===== config.mk =====
export PLATFORM = sky130hd
export DESIGN_NAME = ray_sampler_flat
export DESIGN_NICKNAME = d
export VERILOG_FILES = /design/src/rtl/ray_sampler_if.sv /design/src/rtl/ray_sampler.sv /design/src/flat_wrapper.sv
export SDC_FILE = /design/constraint.sdc
export NUM_CORES = 2
export LEC_CHECK = 0
export CAP_MARGIN = 20
export CORE_ASPECT_RATIO = 2
export CORE_UTILIZATION = 40
export CTS_CLUSTER_DIAMETER = 200
export DETAILED_ROUTE_END_ITERATION = 10
export PLACE_DENSITY = 0.6
export SLEW_MARGIN = 20
export SYNTH_ARGS = -nofsm -noshare
export SYNTH_HDL_FRONTEND = slang
export SYNTH_SLANG_ARGS = --single-unit

===== constraint.sdc =====
create_clock -name clk -period 14.8 [get_ports clk]
set_input_delay 2.22 -clock clk [delete_from_list [all_inputs] [get_ports clk]]
set_output_delay 2.22 -clock clk [all_outputs]
set_load 0.1 [all_outputs]

===== src/rtl/ray_sampler_if.sv =====
// Ray-in / sample-point-out handshake bundle for ray_sampler.
// The master drives rays and consumes points; the slave is the sampler.
interface ray_sampler_if #(
  parameter int NTOTAL_BITS = 16,
  parameter int LOG2_N      = 6
);
  logic                     ray_valid;
  logic                     ray_ready;
  logic [3*NTOTAL_BITS-1:0] rays_o;
  logic [3*NTOTAL_BITS-1:0] rays_d;
  logic [NTOTAL_BITS-1:0]   near;
  logic [NTOTAL_BITS-1:0]   far;
  logic                     pt_valid;
  logic                     pt_ready;
  logic [3*NTOTAL_BITS-1:0] pt;
  logic [NTOTAL_BITS-1:0]   pt_t;
  logic [LOG2_N-1:0]        pt_idx;
  logic                     pt_last;

  modport master (
    output ray_valid, rays_o, rays_d, near, far, pt_ready,
    input  ray_ready, pt_valid, pt, pt_t, pt_idx, pt_last
  );

  modport slave (
    input  ray_valid, rays_o, rays_d, near, far, pt_ready,
    output ray_ready, pt_valid, pt, pt_t, pt_idx, pt_last
  );
endinterface


===== src/rtl/ray_sampler.sv =====
// Emits 2^LOG2_N evenly spaced fixed-point points p_k = o + d*t_k along one
// accepted ray, one per cycle under valid/ready back-pressure.
module ray_sampler #(
  parameter int NTOTAL_BITS = 16,
  parameter int NFRAC_BITS  = 4,
  parameter int LOG2_N      = 6
) (
  input  logic         clk,
  input  logic         rst_n,
  ray_sampler_if.slave bus
);
  localparam int W = NTOTAL_BITS;

  typedef enum logic {IDLE, RUN} state_e;
  typedef logic signed [W-1:0] word_t;

  state_e            state_q;
  logic [3*W-1:0]    o_q;
  logic [3*W-1:0]    d_q;
  word_t             delta_q;
  word_t             t_q;
  logic [LOG2_N-1:0] k_q;
  logic              pt_valid_q;
  logic [3*W-1:0]    pt_q;
  word_t             pt_t_q;
  logic [LOG2_N-1:0] pt_idx_q;
  logic              pt_last_q;

  logic              load;
  logic              k_last;
  word_t             span_d;
  logic [3*W-1:0]    pt_d;

  // Full-width signed product, keep the Q-format window; high bits wrap away.
  function automatic word_t mul(input word_t a, input word_t b);
    logic signed [2*W-1:0] p;
    p = a * b;
    return p[W+NFRAC_BITS-1:NFRAC_BITS];
  endfunction

  assign load   = (state_q == RUN) && (!pt_valid_q || bus.pt_ready);
  assign k_last = &k_q;
  assign span_d = word_t'(bus.far - bus.near);

  // NOTE: combinational blocks assign a default before any conditional
  // update, so no path leaves a variable unassigned and no latch is inferred.
  always_comb begin
    pt_d = '0;
    for (int i = 0; i < 3; i++) begin
      pt_d[i*W +: W] = o_q[i*W +: W] + mul(d_q[i*W +: W], t_q);
    end
  end

  // NOTE: every register here uses non-blocking assignment so all state
  // updates see the pre-edge values, independent of statement order.
  always_ff @(posedge clk or negedge rst_n) begin
    if (!rst_n) begin
      state_q    <= IDLE;
      o_q        <= '0;
      d_q        <= '0;
      delta_q    <= '0;
      t_q        <= '0;
      k_q        <= '0;
      pt_valid_q <= 1'b0;
      pt_q       <= '0;
      pt_t_q     <= '0;
      pt_idx_q   <= '0;
      pt_last_q  <= 1'b0;
    end else begin
      case (state_q)
        IDLE: begin
          if (bus.ray_valid) begin
            o_q     <= bus.rays_o;
            d_q     <= bus.rays_d;
            t_q     <= bus.near;
            k_q     <= '0;
            delta_q <= span_d >>> LOG2_N;
            state_q <= RUN;
          end
        end
        RUN: begin
          if (load) begin
            pt_q      <= pt_d;
            pt_t_q    <= t_q;
            pt_idx_q  <= k_q;
            pt_last_q <= k_last;
            t_q       <= t_q + delta_q;
            k_q       <= k_q + 1'b1;
            state_q   <= k_last ? IDLE : RUN;
          end
        end
        default: state_q <= IDLE;
      endcase

      // A point waiting without pt_ready is held; a taken point clears valid.
      if (load) begin
        pt_valid_q <= 1'b1;
      end else if (bus.pt_ready) begin
        pt_valid_q <= 1'b0;
      end
    end
  end

  assign bus.ray_ready = (state_q == IDLE);
  assign bus.pt_valid  = pt_valid_q;
  assign bus.pt        = pt_q;
  assign bus.pt_t      = pt_t_q;
  assign bus.pt_idx    = pt_idx_q;
  assign bus.pt_last   = pt_last_q;
endmodule

===== src/flat_wrapper.sv =====
// flat-port wrapper written by rule: the top's interface ports become plain ports
module ray_sampler_flat 
#(
  parameter int NTOTAL_BITS = 16,
  parameter int NFRAC_BITS  = 4,
  parameter int LOG2_N      = 6
)
  (clk, rst_n, bus_ray_valid, bus_rays_o, bus_rays_d, bus_near, bus_far, bus_pt_ready, bus_ray_ready, bus_pt_valid, bus_pt, bus_pt_t, bus_pt_idx, bus_pt_last);
  ray_sampler_if #(.NTOTAL_BITS(NTOTAL_BITS), .LOG2_N(LOG2_N)) bus_i ();
  input  logic clk;
  input  logic rst_n;
  input wire logic [$bits(bus_i.ray_valid)-1:0] bus_ray_valid;
  input wire logic [$bits(bus_i.rays_o)-1:0] bus_rays_o;
  input wire logic [$bits(bus_i.rays_d)-1:0] bus_rays_d;
  input wire logic [$bits(bus_i.near)-1:0] bus_near;
  input wire logic [$bits(bus_i.far)-1:0] bus_far;
  input wire logic [$bits(bus_i.pt_ready)-1:0] bus_pt_ready;
  output wire logic [$bits(bus_i.ray_ready)-1:0] bus_ray_ready;
  output wire logic [$bits(bus_i.pt_valid)-1:0] bus_pt_valid;
  output wire logic [$bits(bus_i.pt)-1:0] bus_pt;
  output wire logic [$bits(bus_i.pt_t)-1:0] bus_pt_t;
  output wire logic [$bits(bus_i.pt_idx)-1:0] bus_pt_idx;
  output wire logic [$bits(bus_i.pt_last)-1:0] bus_pt_last;
  assign bus_i.ray_valid = bus_ray_valid;
  assign bus_i.rays_o = bus_rays_o;
  assign bus_i.rays_d = bus_rays_d;
  assign bus_i.near = bus_near;
  assign bus_i.far = bus_far;
  assign bus_i.pt_ready = bus_pt_ready;
  assign bus_ray_ready = bus_i.ray_ready;
  assign bus_pt_valid = bus_i.pt_valid;
  assign bus_pt = bus_i.pt;
  assign bus_pt_t = bus_i.pt_t;
  assign bus_pt_idx = bus_i.pt_idx;
  assign bus_pt_last = bus_i.pt_last;
  ray_sampler #(.NTOTAL_BITS(NTOTAL_BITS), .NFRAC_BITS(NFRAC_BITS), .LOG2_N(LOG2_N)) u_core (.clk(clk), .rst_n(rst_n), .bus(bus_i));
endmodule

==> out/results.tsv <==
stage	metric	value	unit
run_status	status	completed	
clocking	clkTransAtPathRegs	60	ps
setup_path	crit_required	15220	ps
placement	gp_congestion	0.866	
sta	tns	0	ps
die	die_w	190	µm
clocking	post_cts_resized	0	
routing	vias_per_cell	5.07	
setup_path	startpoint_type	register	
routing	vias	22200	
synthesis	async_reset_ff_share	100	%
synthesis	synth_ff_type	dfrtp_1	
setup_path	slowest_delay	1010	ps
sta	relSlewSlack	30.1	%
synthesis	syn_inst	3347	
min_path	hold_start	u_core.bus.pt[33]	
synthesis	netlist_area	28400	µm²
setup_path	path_class	reg2reg	
layout	nNetsFinal	4272	
global_routing	antenna_found_initial	5	
sta	slew_viol_final	0	
synthesis	syn_avg_cell_area	8.49	µm²
flow_run	cap_violations	0	
clocking	clockRootBuffer	clkbuf_16	
setup_path	r2r_setup_slack	7570	ps
sta	min_period	7230	ps
clocking	hold_buffers	0	
global_routing	grt_util_all_layers	23.2	%
synthesis	syn-num-nets	4164	
min_path	min_path_cells	2	
global_routing	grt_pass1_wl	129	mm
die	start_util	40.6	%
sta	fin_skew	16.2	ps
placement	portBuffers	204	
routing	wl	79.9	mm
sta	whs	472	ps
setup_path	crit_slowest_cell	dfrtp_2	
setup_path	crit_arrival	7650	ps
global_routing	grt_max_degree	85	
clocking	numCtsBuffers	23	
setup_path	reg2reg_to	u_core.bus.pt[47]	
sta	tightest_slew	1040	ps
clocking	cts_tree	yes	
setup_path	crit_path_frequent_cell	fa_1	
die	core	69900	µm²
clocking	cts.sinks	201	
routing	wire_per_inst	18.3	µm
layout	n_fill_cell	6998	
sta	fin_crit_sh	48.8	%
routing	postRouteAntennaNets	0	
setup_path	reg2reg_depth	25	
placement	dpl_worst_slack	7550	ps
layout	drive_above_1_share	2.28	%
clocking	clock_latency	580	ps
placement	hpwlAfterDp	60.6	mm
global_routing	grt.overflow.total	0	
die	die_area	72200	µm²
min_path	hp-class	reg2reg	
synthesis	synth_edf_count	0	
routing	dr.pass1.iters	7	
sta	setup_slack	7570	ps
routing	drc	0	
setup_path	r2r-start	u_core.t_q[6]	
setup_path	crit_fanout	45	
layout	final_core_util	45.7	%
min_path	hold-path-endpoint	u_core.bus.pt[33]	
synthesis	synth-seq-cells	201	
synthesis	ys_seq_area_share	17.7	%
sta	setup_viol	0	
synthesis	ys.warnings.count	0	
synthesis	synth_cell_type_count	59	
die	rows	137	
clocking	clk_path_buf_depth	3	
die	io_pins	205	
sta	rsz0062_at_grt	no	
clocking	postCtsSetupBuffers	0	
clocking	htree_levels	1	
sta	max_freq	138	MHz
layout	diodes	0	
layout	syn2layout_area_growth	12.5	%
routing	drtIter0Drc	1086	
die	die_y	379	µm
global_routing	grt_pass1_vias	24400	
setup_path	cp-end-kind	register	
sta	hold_viol	0	
==> registers in the layout, indices dropped and copies added (netlist names) <==
register / cells
u_core.state_q: 1
u_core.bus.pt_idx: 6
u_core.delta_q: 10
u_core.bus.pt: 48
u_core.k_q: 6
u_core.bus.pt_t: 16
u_core.t_q: 16
u_core.bus.pt_last: 1
u_core.d_q: 48
u_core.bus.pt_valid: 1
u_core.o_q: 48
==> routing by layer <==
| layer | vias to the layer above | GRT usage [%] | share of wire (%) |
|---|---|---|---|
| met1 | 11000 | 26.1 | 38 |
| met4 | 6 | 11.1 | 4.8 |
| met2 | 664 | 42.5 | 52 |
| met5 | - | 0 | 0.051 |
| met3 | 199 | 3.27 | 5.6 |
| li1 | 10300 | - | - |
==> layout make-up <==
cell class,instances,area (µm²),area share [%]
Clock buffer,32,659,2.06
Inverter,621,2330,7.29
Tap cell,903,1130,3.53
Timing Repair Buffer,229,2240,6.99
Multi-Input combinational cell,2379,20500,64.2
Clock inverter,8,58.8,0.184
Sequential cell,201,5030,15.7
==> critical path: cells and delay by family, from the launching register on <==
| family | cells | cell delay (ps) |
|---|---|---|
| xor gates and xnor gates | 3 | 460 |
| and+or+nand+nor | 3 | 630 |
| DFF | 1 | 1010 |
| AOI/OAI and AO/OA | 7 | 1300 |
| buffers and inverters | 4 | 220 |
| adders and majority gates | 8 | 3450 |
==> synthesized netlist by cell type (3+ instances only) <==
library cell  instances  area [µm²]
o21ai_1               4        20.0
nor2_1               55         206
buf_1                 5        18.8
nor4_1                3        18.8
o21a_1               15         113
a41oi_1               6        52.6
a41o_1                3        30.0
nand3_1              26         130
ha_1                273        3420
xor2_1               47         412
a21o_1               29         218
o21bai_1             10        75.1
and4_1                3        26.3
fa_1                412        8250
dfrtp_1             201        5030
o31ai_1               5        37.5
or3_1                10        62.6
clkbuf_1            141         529
mux2i_1               6        60.1
and3_1               10        62.6
nor3_1               21         105
inv_1               620        2330
nor2b_1              10        62.6
nand2b_1             23         144
nand2_1             812        3050
xnor2_1             134        1170
a21oi_1              79         395
a211oi_1             14         105
or2_2                 5        31.3
and2_1              227        1420
o21ai_0              94         470
a31oi_1              11        68.8
==> stage by stage <==
stage	area, µm²	cells
after global placement	31200	4332
after CTS	32000	4373
after detailed placement	31300	4333
after floorplan	28400	3347
after global routing	32000	4373
final	32000	4373
==> logic make-up after synthesis <==
family	synth area share, %
flops	17.7
simple gates	18.9
compound gates	6.43
buf+inv	10.1
xor+xnor	5.58
mux	0.211
fa+ha+maj	41.1
==> placed cells by master, fill, tap and decap left out, types with 6 or more instances in the layout <==
cell,synthesis,layout
and2_1,227,227
nand2b_1,23,23
a21oi_1,79,79
and3_1,10,10
mux2i_1,6,6
fa_1,412,412
nor3_1,21,21
clkbuf_16,0,23
clkdlybuf4s50_1,0,202
xor2_1,47,47
o21bai_1,10,10
or3_1,10,10
a31oi_1,11,11
nor2b_1,10,9
a41oi_1,6,6
nand3_1,26,26
ha_1,273,273
dfrtp_1,201,199
nand2_1,812,810
a211oi_1,14,14
inv_1,620,620
buf_4,0,25
o21ai_0,94,94
xnor2_1,134,134
a21o_1,29,29
nor2_1,55,55
o21a_1,15,15
==> worst max-delay path by stage <==
stage	startpoint	to	slack, ps	depth (start not counted)
floorplan	u_core.t_q[1]	u_core.bus.pt[31]	8100	27
global placement	u_core.t_q[6]	u_core.bus.pt[30]	7670	24
detailed placement	u_core.t_q[6]	u_core.bus.pt[47]	7550	25
CTS	u_core.t_q[6]	u_core.bus.pt[47]	7550	25
global route	u_core.t_q[6]	u_core.bus.pt[31]	7120	31
finish	u_core.t_q[6]	u_core.bus.pt[47]	7570	25
Power is left out: the tool's default activity adds up to more than one toggle a clock period on the data nets, which glitch-free logic cannot reach.
